### src/rtl/decoder_pkg.sv
// Shared types and helpers for decoder_pipe: generic one-hot decode with range check,
// plus the parameter legality check used at elaboration.
package decoder_pkg;

   localparam int MAX_W = 8;
   localparam int MAX_N = 1 << MAX_W;

   typedef struct packed {
      logic             err;
      logic [MAX_N-1:0] vec;
   } dec_t;

   // Caller keeps vec[out_n-1:0]; bits above out_n are always zero.
   function automatic dec_t onehot_dec(input logic [MAX_W-1:0] code, input int out_n);
      dec_t r;
      r.err = 1'b0;
      r.vec = '0;
      if (int'(code) < out_n)
         r.vec[code] = 1'b1;
      else
         r.err = 1'b1;
      return r;
   endfunction

   function automatic bit cfg_ok(input int in_w, input int out_n);
      return (in_w >= 1) && (in_w <= MAX_W) && (out_n >= 2) && (out_n <= (1 << in_w));
   endfunction

endpackage

### src/rtl/decoder_pipe_skid.sv
// Two-entry valid/ready skid buffer: output register plus one skid slot, strict FIFO.
// One cycle latency; src_rdy is a register equal to "skid empty", so one extra word is absorbed on a stall.
module hs_skid_buf #(
   parameter int W = 8
) (
   input  logic         clk,
   input  logic         rst_n,
   input  logic         src_vld,
   output logic         src_rdy,
   input  logic [W-1:0] src_dat,
   output logic         dst_vld,
   input  logic         dst_rdy,
   output logic [W-1:0] dst_dat
);

   logic         skid_vld;
   logic [W-1:0] skid_dat;
   logic         skid_vld_nxt;
   logic         src_xfer;
   logic         dst_xfer;
   logic         out_load;
   logic         skid_load;

   assign src_xfer  = src_vld && src_rdy;
   assign dst_xfer  = dst_vld && dst_rdy;
   assign out_load  = !dst_vld || dst_xfer;
   assign skid_load = src_xfer && dst_vld && !dst_xfer;

   always_comb begin
      skid_vld_nxt = skid_vld;
      if (skid_load)
         skid_vld_nxt = 1'b1;
      else if (out_load)
         skid_vld_nxt = 1'b0;
   end

   always_ff @(posedge clk) begin
      if (!rst_n) begin
         src_rdy  <= 1'b0;
         dst_vld  <= 1'b0;
         dst_dat  <= '0;
         skid_vld <= 1'b0;
         skid_dat <= '0;
      end else begin
         src_rdy  <= !skid_vld_nxt;
         skid_vld <= skid_vld_nxt;
         // The skid word is older than anything arriving now, so it drains first.
         if (out_load) begin
            dst_vld <= skid_vld || src_xfer;
            if (skid_vld)
               dst_dat <= skid_dat;
            else if (src_xfer)
               dst_dat <= src_dat;
         end
         if (skid_load)
            skid_dat <= src_dat;
      end
   end

endmodule

### src/rtl/decoder_pipe.sv
// Pipelined binary-to-one-hot decoder with range error, 1-cycle latency, 2-entry skid back-pressure.
// Optional sweep generator under DECODER_SCAN_EN (adds scan_en port and scan_cnt).
module decoder_pipe
   import decoder_pkg::*;
#(
   parameter int IN_W  = 3,
   parameter int OUT_N = 8
) (
   input  logic             sys_clk,
   input  logic             sys_rst_n,
   input  logic             in_valid,
   output logic             in_ready,
   input  logic [IN_W-1:0]  in_code,
   output logic             out_valid,
   input  logic             out_ready,
   output logic [OUT_N-1:0] out,
   output logic             out_err
`ifdef DECODER_SCAN_EN
   ,
   input  logic             scan_en
`endif
);

   localparam bit CFG_OK = cfg_ok(IN_W, OUT_N);

   if (!CFG_OK) begin : g_bad_cfg
      $error("decoder_pipe: requires 1 <= IN_W <= 8 and 2 <= OUT_N <= 2**IN_W");
   end

   logic             push_vld;
   logic [IN_W-1:0]  push_code;
   logic             buf_rdy;
   logic [MAX_W-1:0] code_ext;
   dec_t             dec;
   logic             unused_vec;

`ifdef DECODER_SCAN_EN
   logic            scan_q;
   logic            scan_act;
   logic [IN_W-1:0] scan_cnt;

   // Turning on is delayed a cycle so a transfer on the switching edge is kept; turning off is immediate.
   assign scan_act = scan_q && scan_en;

   always_ff @(posedge sys_clk) begin
      if (!sys_rst_n) begin
         scan_q   <= 1'b0;
         scan_cnt <= '0;
      end else begin
         scan_q <= scan_en;
         if (!scan_en)
            scan_cnt <= '0;
         else if (scan_act && buf_rdy)
            scan_cnt <= (scan_cnt == IN_W'(OUT_N - 1)) ? '0 : scan_cnt + IN_W'(1);
      end
   end

   assign push_vld  = scan_act ? 1'b1 : in_valid;
   assign push_code = scan_act ? scan_cnt : in_code;
   assign in_ready  = buf_rdy && !scan_act;
`else
   assign push_vld  = in_valid;
   assign push_code = in_code;
   assign in_ready  = buf_rdy;
`endif

   assign code_ext = MAX_W'(push_code);

   always_comb begin
      dec = onehot_dec(code_ext, OUT_N);
   end

   assign unused_vec = ^dec.vec;

   hs_skid_buf #(
      .W (OUT_N + 1)
   ) u_buf (
      .clk     (sys_clk),
      .rst_n   (sys_rst_n),
      .src_vld (push_vld),
      .src_rdy (buf_rdy),
      .src_dat ({dec.err, dec.vec[OUT_N-1:0]}),
      .dst_vld (out_valid),
      .dst_rdy (out_ready),
      .dst_dat ({out_err, out})
   );

endmodule

### config.mk
export PLATFORM = sky130hd
export DESIGN_NAME = decoder_pipe
export DESIGN_NICKNAME = d
export VERILOG_FILES = /design/src/rtl/decoder_pkg.sv /design/src/rtl/decoder_pipe_skid.sv /design/src/rtl/decoder_pipe.sv
export SDC_FILE = /design/constraint.sdc
export NUM_CORES = 1
export LEC_CHECK = 0
export ABC_AREA = 1
export CAP_MARGIN = 20
export CORE_ASPECT_RATIO = 1.2
export CORE_MARGIN = 2
export CORE_UTILIZATION = 54
export CTS_CLUSTER_DIAMETER = 120
export DETAILED_ROUTE_END_ITERATION = 16
export PLACE_DENSITY = 0.93
export SYNTH_ARGS = -nofsm -noshare
export SYNTH_HDL_FRONTEND = slang
export SYNTH_SLANG_ARGS = --single-unit
### constraint.sdc
create_clock -name sys_clk -period 2.5 [get_ports sys_clk]
set_clock_uncertainty 0.15 [all_clocks]
set_input_delay 0.25 -clock sys_clk [delete_from_list [all_inputs] [get_ports sys_clk]]
set_output_delay 0.25 -clock sys_clk [all_outputs]
set_load 0.02 [all_outputs]
==> results of run 1 <==
## per-stage QoR
stage | worst slack (ns) | cell area (µm²) | total power, W | hold WS, ns
final | 0.799 | 1150 | 0.000593 | 0.340
after global routing | 0.749 | 1150 | 0.000624 | 0.368
after CTS | 0.791 | 1150 | 0.000597 | 0.342
after detailed placement | 0.856 | 1120 | 0.000447 | 0.322
after floorplan | 1.22 | 1010 | 0.000407 | 0.304
after global placement | 0.903 | 1120 | 0.000442 | 0.320
## cell usage after synthesis, drive strengths merged
| library cell | number |
|---|---|
| inv | 15 |
| buf | 8 |
| conb | 1 |
| dfxtp | 19 |
| nor2 | 43 |
| nand3 | 14 |
| a21oi | 2 |
| nand2 | 47 |
## cell type report
type                            instances  area share, %
Clock buffer                            3           1.96
Clock inverter                          1          0.436
Inverter                               15           5.12
Multi-Input combinational cell        107           43.4
Sequential cell                        19           33.1
Tap cell                               19           2.07
Timing Repair Buffer                   16           13.9
## where the power goes
group / internal (W) / switching, W / total (W) / leakage [nW]
Sequential: 0.000316 / 0.00000840 / 0.000325 / 0.155
Combinational: 0.0000475 / 0.0000678 / 0.000115 / 0.384
Clock: 0.0000597 / 0.0000936 / 0.000153 / 0.0177
## worst paths after layout
kind                                   startpoint                end  slack, ns  cells past startpoint
worst max-delay path                u_buf.dst_vld          out_valid       0.80                      1
worst min-delay path            u_buf.skid_dat[7]  u_buf.skid_dat[7]       0.34                      2
worst max register to register     u_buf.skid_vld   u_buf.dst_dat[2]       0.97                      6
worst min register to register  u_buf.skid_dat[7]  u_buf.skid_dat[7]       0.34                      2
## state kept, by name (all words and copies together), names as in the netlist
name,flops
u_buf.skid_dat,8
u_buf.dst_vld,1
u_buf.src_rdy,1
u_buf.skid_vld,1
u_buf.dst_dat,8
## kinds of logic (layout without fill, tap and decap cells)
kind of cell | count (synthesis) | after routing | share of synthesized area, %
simple gates | 104 | 104 | 47.8
compound gates | 2 | 2 | 0.989
other cells | 1 | 1 | 0.370
buf+inv | 23 | 35 | 13.2
flops | 19 | 19 | 37.6
## per-layer routing
layer / global-route usage [%] / vias up / share of wire (%)
li1: - / 464 / -
met1: 21.9 / 421 / 41
met2: 32.8 / 30 / 53
met3: 2.83 / 7 / 3.6
met4: 9.09 / 0 / 2.5
met5: 0 / - / 0
==> flow_summary.json, run 1 <==
{
  "yosys.cell_types.count": 17,
  "first_pass_iters": 4,
  "seq_area_um2": 380,
  "cts.clk_slew.worst_paths_ns": 0.11,
  "grt_use_total_pct": 18.8,
  "power.leakage_nw": 0.556,
  "grt_overflow_total": 0,
  "die_w_um": 43.5,
  "post_cts_resize_count": 0,
  "finalSetupTns_ns": 0,
  "status": "finished clean",
  "fmax_mhz": 588,
  "cts.htree.levels": 1,
  "path_buf_inv": 1,
  "antenna_found_initial": 0,
  "path_cells": "clkdlybuf4s50_1",
  "io_pins": 18,
  "multi_input_area_um2": 498,
  "yosys.area.top_type_share_pct": 37.6,
  "area_growth_syn_to_layout_pct": 13.5,
  "critPathCaptureType": "output pin",
  "min_period_ns": 1.70,
  "cts_buffers": 3,
  "maxSlewViolCount": 0,
  "drt_iter0_drc": 7,
  "final_cell_mix": "nand2_1, nor2_1, dfxtp_1",
  "synthesis.nets": 156,
  "dp_hpwl_mm": 1.45,
  "ys_top_cells_by_area": "dfxtp_1, nand2_1, nor2_1, inv_1, nand3_1",
  "dp.cells": 176,
  "ys_warn_count": 0,
  "path_max_fanout": 2,
  "path_class": "flop to output pin",
  "rsz0062_at_grt": "false",
  "drive_above_1_share_pct": 12.4,
  "cp_top_family": "buffers and inverters",
  "num_vias": 922,
  "synth_area_mm2": 0.00101,
  "start_kind": "flop",
  "period_share_pct": 68.0,
  "crit_path_max_incr_delay_ns": 0.62,
  "wirelength_mm": 1.93,
  "fillers": 167,
  "grt_pass1_vias": 802,
  "synth_seq_cells": 19,
  "wl_per_cell_um": 10.7,
  "portBuffers": 16,
  "final_common_cell": "nand2_1",
  "ant_nets": 0,
  "cts_tree": "done",
  "hold_buffers": 0,
  "start_util_pct": 56.0,
  "cts_sinks": 19,
  "diodes": 0,
  "syn_inst": 149,
  "hold_viol": 0,
  "rows": 17,
  "synth_area_leader_cell": "dfxtp_1",
  "ys_seq_area_share_pct": 37.6,
  "die_h_um": 51.4,
  "nets": 169,
  "required_ns": 2.10,
  "crit_arrival_ns": 1.30,
  "post-cts-setup-buffer-count": 0,
  "drc": 0,
  "slew_headroom_pct": 58.7,
  "gp_congestion": 0.808,
  "core-area_mm2": 0.00181,
  "final_util_pct": 63.5,
  "stdcell_count": 180,
  "hold_class": "flop to flop",
  "dieArea_mm2": 0.00224,
  "avgSynthCellArea_um2": 6.79,
  "cap_violations": 0,
  "slowest_stage": "clkdlybuf4s50_1",
  "grt_max_degree": 18,
  "clk_latency_ns": 0.30,
  "setup_viol": 0,
  "clockRootBuffer": "clkbuf_4",
  "ir_worst_vdd_mv": 0.411,
  "worstMarginPinSlew_ns": 0.618,
  "via_per_inst": 5.12,
  "cts_buffer_depth": 2,
  "power_density_mw_per_mm2": 516,
  "grt_first_pass_wirelength_mm": 3.18
}
Note: power is estimated with default switching activity, not from simulation.
==> run 2, diff against run 1 <==
--- a/config.mk
+++ b/config.mk
@@ -9,10 +9,10 @@
 export CAP_MARGIN = 20
 export CORE_ASPECT_RATIO = 1.2
 export CORE_MARGIN = 2
-export CORE_UTILIZATION = 54
+export CORE_UTILIZATION = 46
 export CTS_CLUSTER_DIAMETER = 120
 export DETAILED_ROUTE_END_ITERATION = 16
-export PLACE_DENSITY = 0.93
+export PLACE_DENSITY = 0.85
 export SYNTH_ARGS = -nofsm -noshare
 export SYNTH_HDL_FRONTEND = slang
 export SYNTH_SLANG_ARGS = --single-unit
==> constraint.sdc (replaced) <==
create_clock -name sys_clk -period 1.5 [get_ports sys_clk]
set_clock_uncertainty 0.15 [all_clocks]
set_input_delay 0.15 -clock sys_clk [delete_from_list [all_inputs] [get_ports sys_clk]]
set_output_delay 0.15 -clock sys_clk [all_outputs]
set_load 0.02 [all_outputs]
==> flow_summary.json, run 2 (synthesized netlist as in run 1, its figures left out) <==
{
  "cap_violations": 0,
  "first_pass_iters": 4,
  "min_period_ns": 1.33,
  "fmax_mhz": 751,
  "antenna_found_initial": 0,
  "hold_class": "primary input to flop",
  "cts.htree.levels": 1,
  "grt_pass1_vias": 746,
  "power.leakage_nw": 0.603,
  "start_kind": "flop",
  "fin_area_mm2": 0.00116,
  "start_util_pct": 48.9,
  "path_buf_inv": 1,
  "maxSlewViolCount": 0,
  "status": "finished clean",
  "path_cells": "dlygate4sd2_1",
  "area_growth_syn_to_layout_pct": 15.1,
  "via_per_inst": 4.54,
  "io_pins": 18,
  "dp_slack_ns": -0.00288,
  "grt_max_degree": 17,
  "drc": 0,
  "final_common_cell": "nand2_1",
  "ant_nets": 0,
  "rsz0062_at_grt": "false",
  "reg_top3": "u_buf.dst_dat x8, u_buf.skid_dat x8",
  "die_h_um": 55.4,
  "crit_path_max_incr_delay_ns": 0.38,
  "period_share_pct": 88.8,
  "slowest_stage": "dfxtp_1",
  "required_ns": 1.20,
  "drt_iter0_drc": 34,
  "multi_input_area_um2": 498,
  "cp_top_family": "flip-flops",
  "grt_use_total_pct": 16.9,
  "die_w_um": 46.8,
  "crit_arrival_ns": 1.03,
  "power_density_mw_per_mm2": 843,
  "grt_first_pass_wirelength_mm": 3.17,
  "gp_congestion": 0.848,
  "setup_viol": 0,
  "final_cell_mix": "nand2_1, nor2_1, dfxtp_1",
  "fillers": 213,
  "clk_latency_ns": 0.30,
  "wl_per_cell_um": 9.65,
  "dp_hpwl_mm": 1.42,
  "cts_tree": "done",
  "critPathCaptureType": "output pin",
  "dieArea_mm2": 0.00259,
  "grt_overflow_total": 0,
  "seq_area_um2": 380,
  "ir_worst_vdd_mv": 0.558,
  "path_class": "flop to output pin",
  "cts_buffer_depth": 2,
  "timing.final.ws_setup_ns": 0.168,
  "cts.clk_slew.worst_paths_ns": 0.11,
  "drive_above_1_share_pct": 13.5,
  "dp.cells": 189,
  "core-area_mm2": 0.00207,
  "cts_sinks": 19,
  "place_area_mm2": 0.00115,
  "portBuffers": 16,
  "hold_viol": 0,
  "wirelength_mm": 1.86,
  "cts_buffers": 3,
  "stdcell_count": 193,
  "path_max_fanout": 2,
  "nets": 171,
  "diodes": 0,
  "final_util_pct": 56.2,
  "num_vias": 877,
  "clockRootBuffer": "clkbuf_4",
  "rows": 18
}
run 2: changes by cell type in the layout (fill, tap and decap cells not counted), sizes merged:
| cell | change |
|---|---|
| clkdlybuf4s50 | -10 |
| buf | +2 |
| dlygate4sd2 | +10 |
run 2: final cells by class:
type	count	share of cell area [%]
Clock buffer	3	1.93
Timing Repair Buffer	18	14.0
Clock inverter	1	0.430
Tap cell	30	3.22
Inverter	15	5.05
Sequential cell	19	32.7
Multi-Input combinational cell	107	42.7
run 2: power by group:
| group | switching [W] | leakage, nW | internal (W) |
|---|---|---|---|
| clock | 0.000165 | 0.0177 | 0.0000997 |
| sequential | 0.0000114 | 0.155 | 0.000527 |
| combinational | 0.000111 | 0.431 | 0.0000683 |
| total | 0.000287 | 0.603 | 0.000695 |
run 2: final timing paths:
kind / from / cells past startpoint / slack [ns] / endpoint
setup / recovery: u_buf.dst_vld / 1 / 0.17 / out_valid
hold / removal: sys_rst_n / 3 / 0.31 / u_buf.dst_dat[4]
setup reg to reg: u_buf.dst_vld / 5 / 0.27 / u_buf.skid_dat[7]
hold reg to reg: u_buf.skid_dat[6] / 2 / 0.34 / u_buf.skid_dat[6]
run 2: metrics by stage:
step           total power [W]  TNS [ns]  hold WS [ns]
2_1_floorplan         0.000678         0         0.228
3_3_place_gp          0.000739         0         0.332
3_5_place_dp          0.000744  -0.00321         0.325
4_1_cts               0.000996         0         0.307
5_1_grt                0.00105         0         0.331
6_report              0.000982         0         0.309
run 2: timing repair:
| action | in CTS | in global routing |
|---|---|---|
| endpoints found under the setup margin | 10 | 0 |
| setup buffers | 0 | 0 |
| gates resized for setup | 10 | 0 |
| hold buffers | 0 | 0 |
run 2: layer usage:
metal  global-route usage [%]  routed length [µm]  vias to the layer above
met1                     19.2                 791                      382
met2                     28.6                 964                       20
met4                     8.33                  42                        0
met3                     2.94                  63                        5
li1                         -                   -                      470
met5                        0                   0                        -
==> run 3, diff against run 2 <==
--- a/config.mk
+++ b/config.mk
@@ -6,7 +6,6 @@
 export NUM_CORES = 1
 export LEC_CHECK = 0
 export ABC_AREA = 1
-export CAP_MARGIN = 20
 export CORE_ASPECT_RATIO = 1.2
 export CORE_MARGIN = 2
 export CORE_UTILIZATION = 46
==> results of run 3 <==
Same layout as run 2: the final DEF is identical, and so are final timing and power.
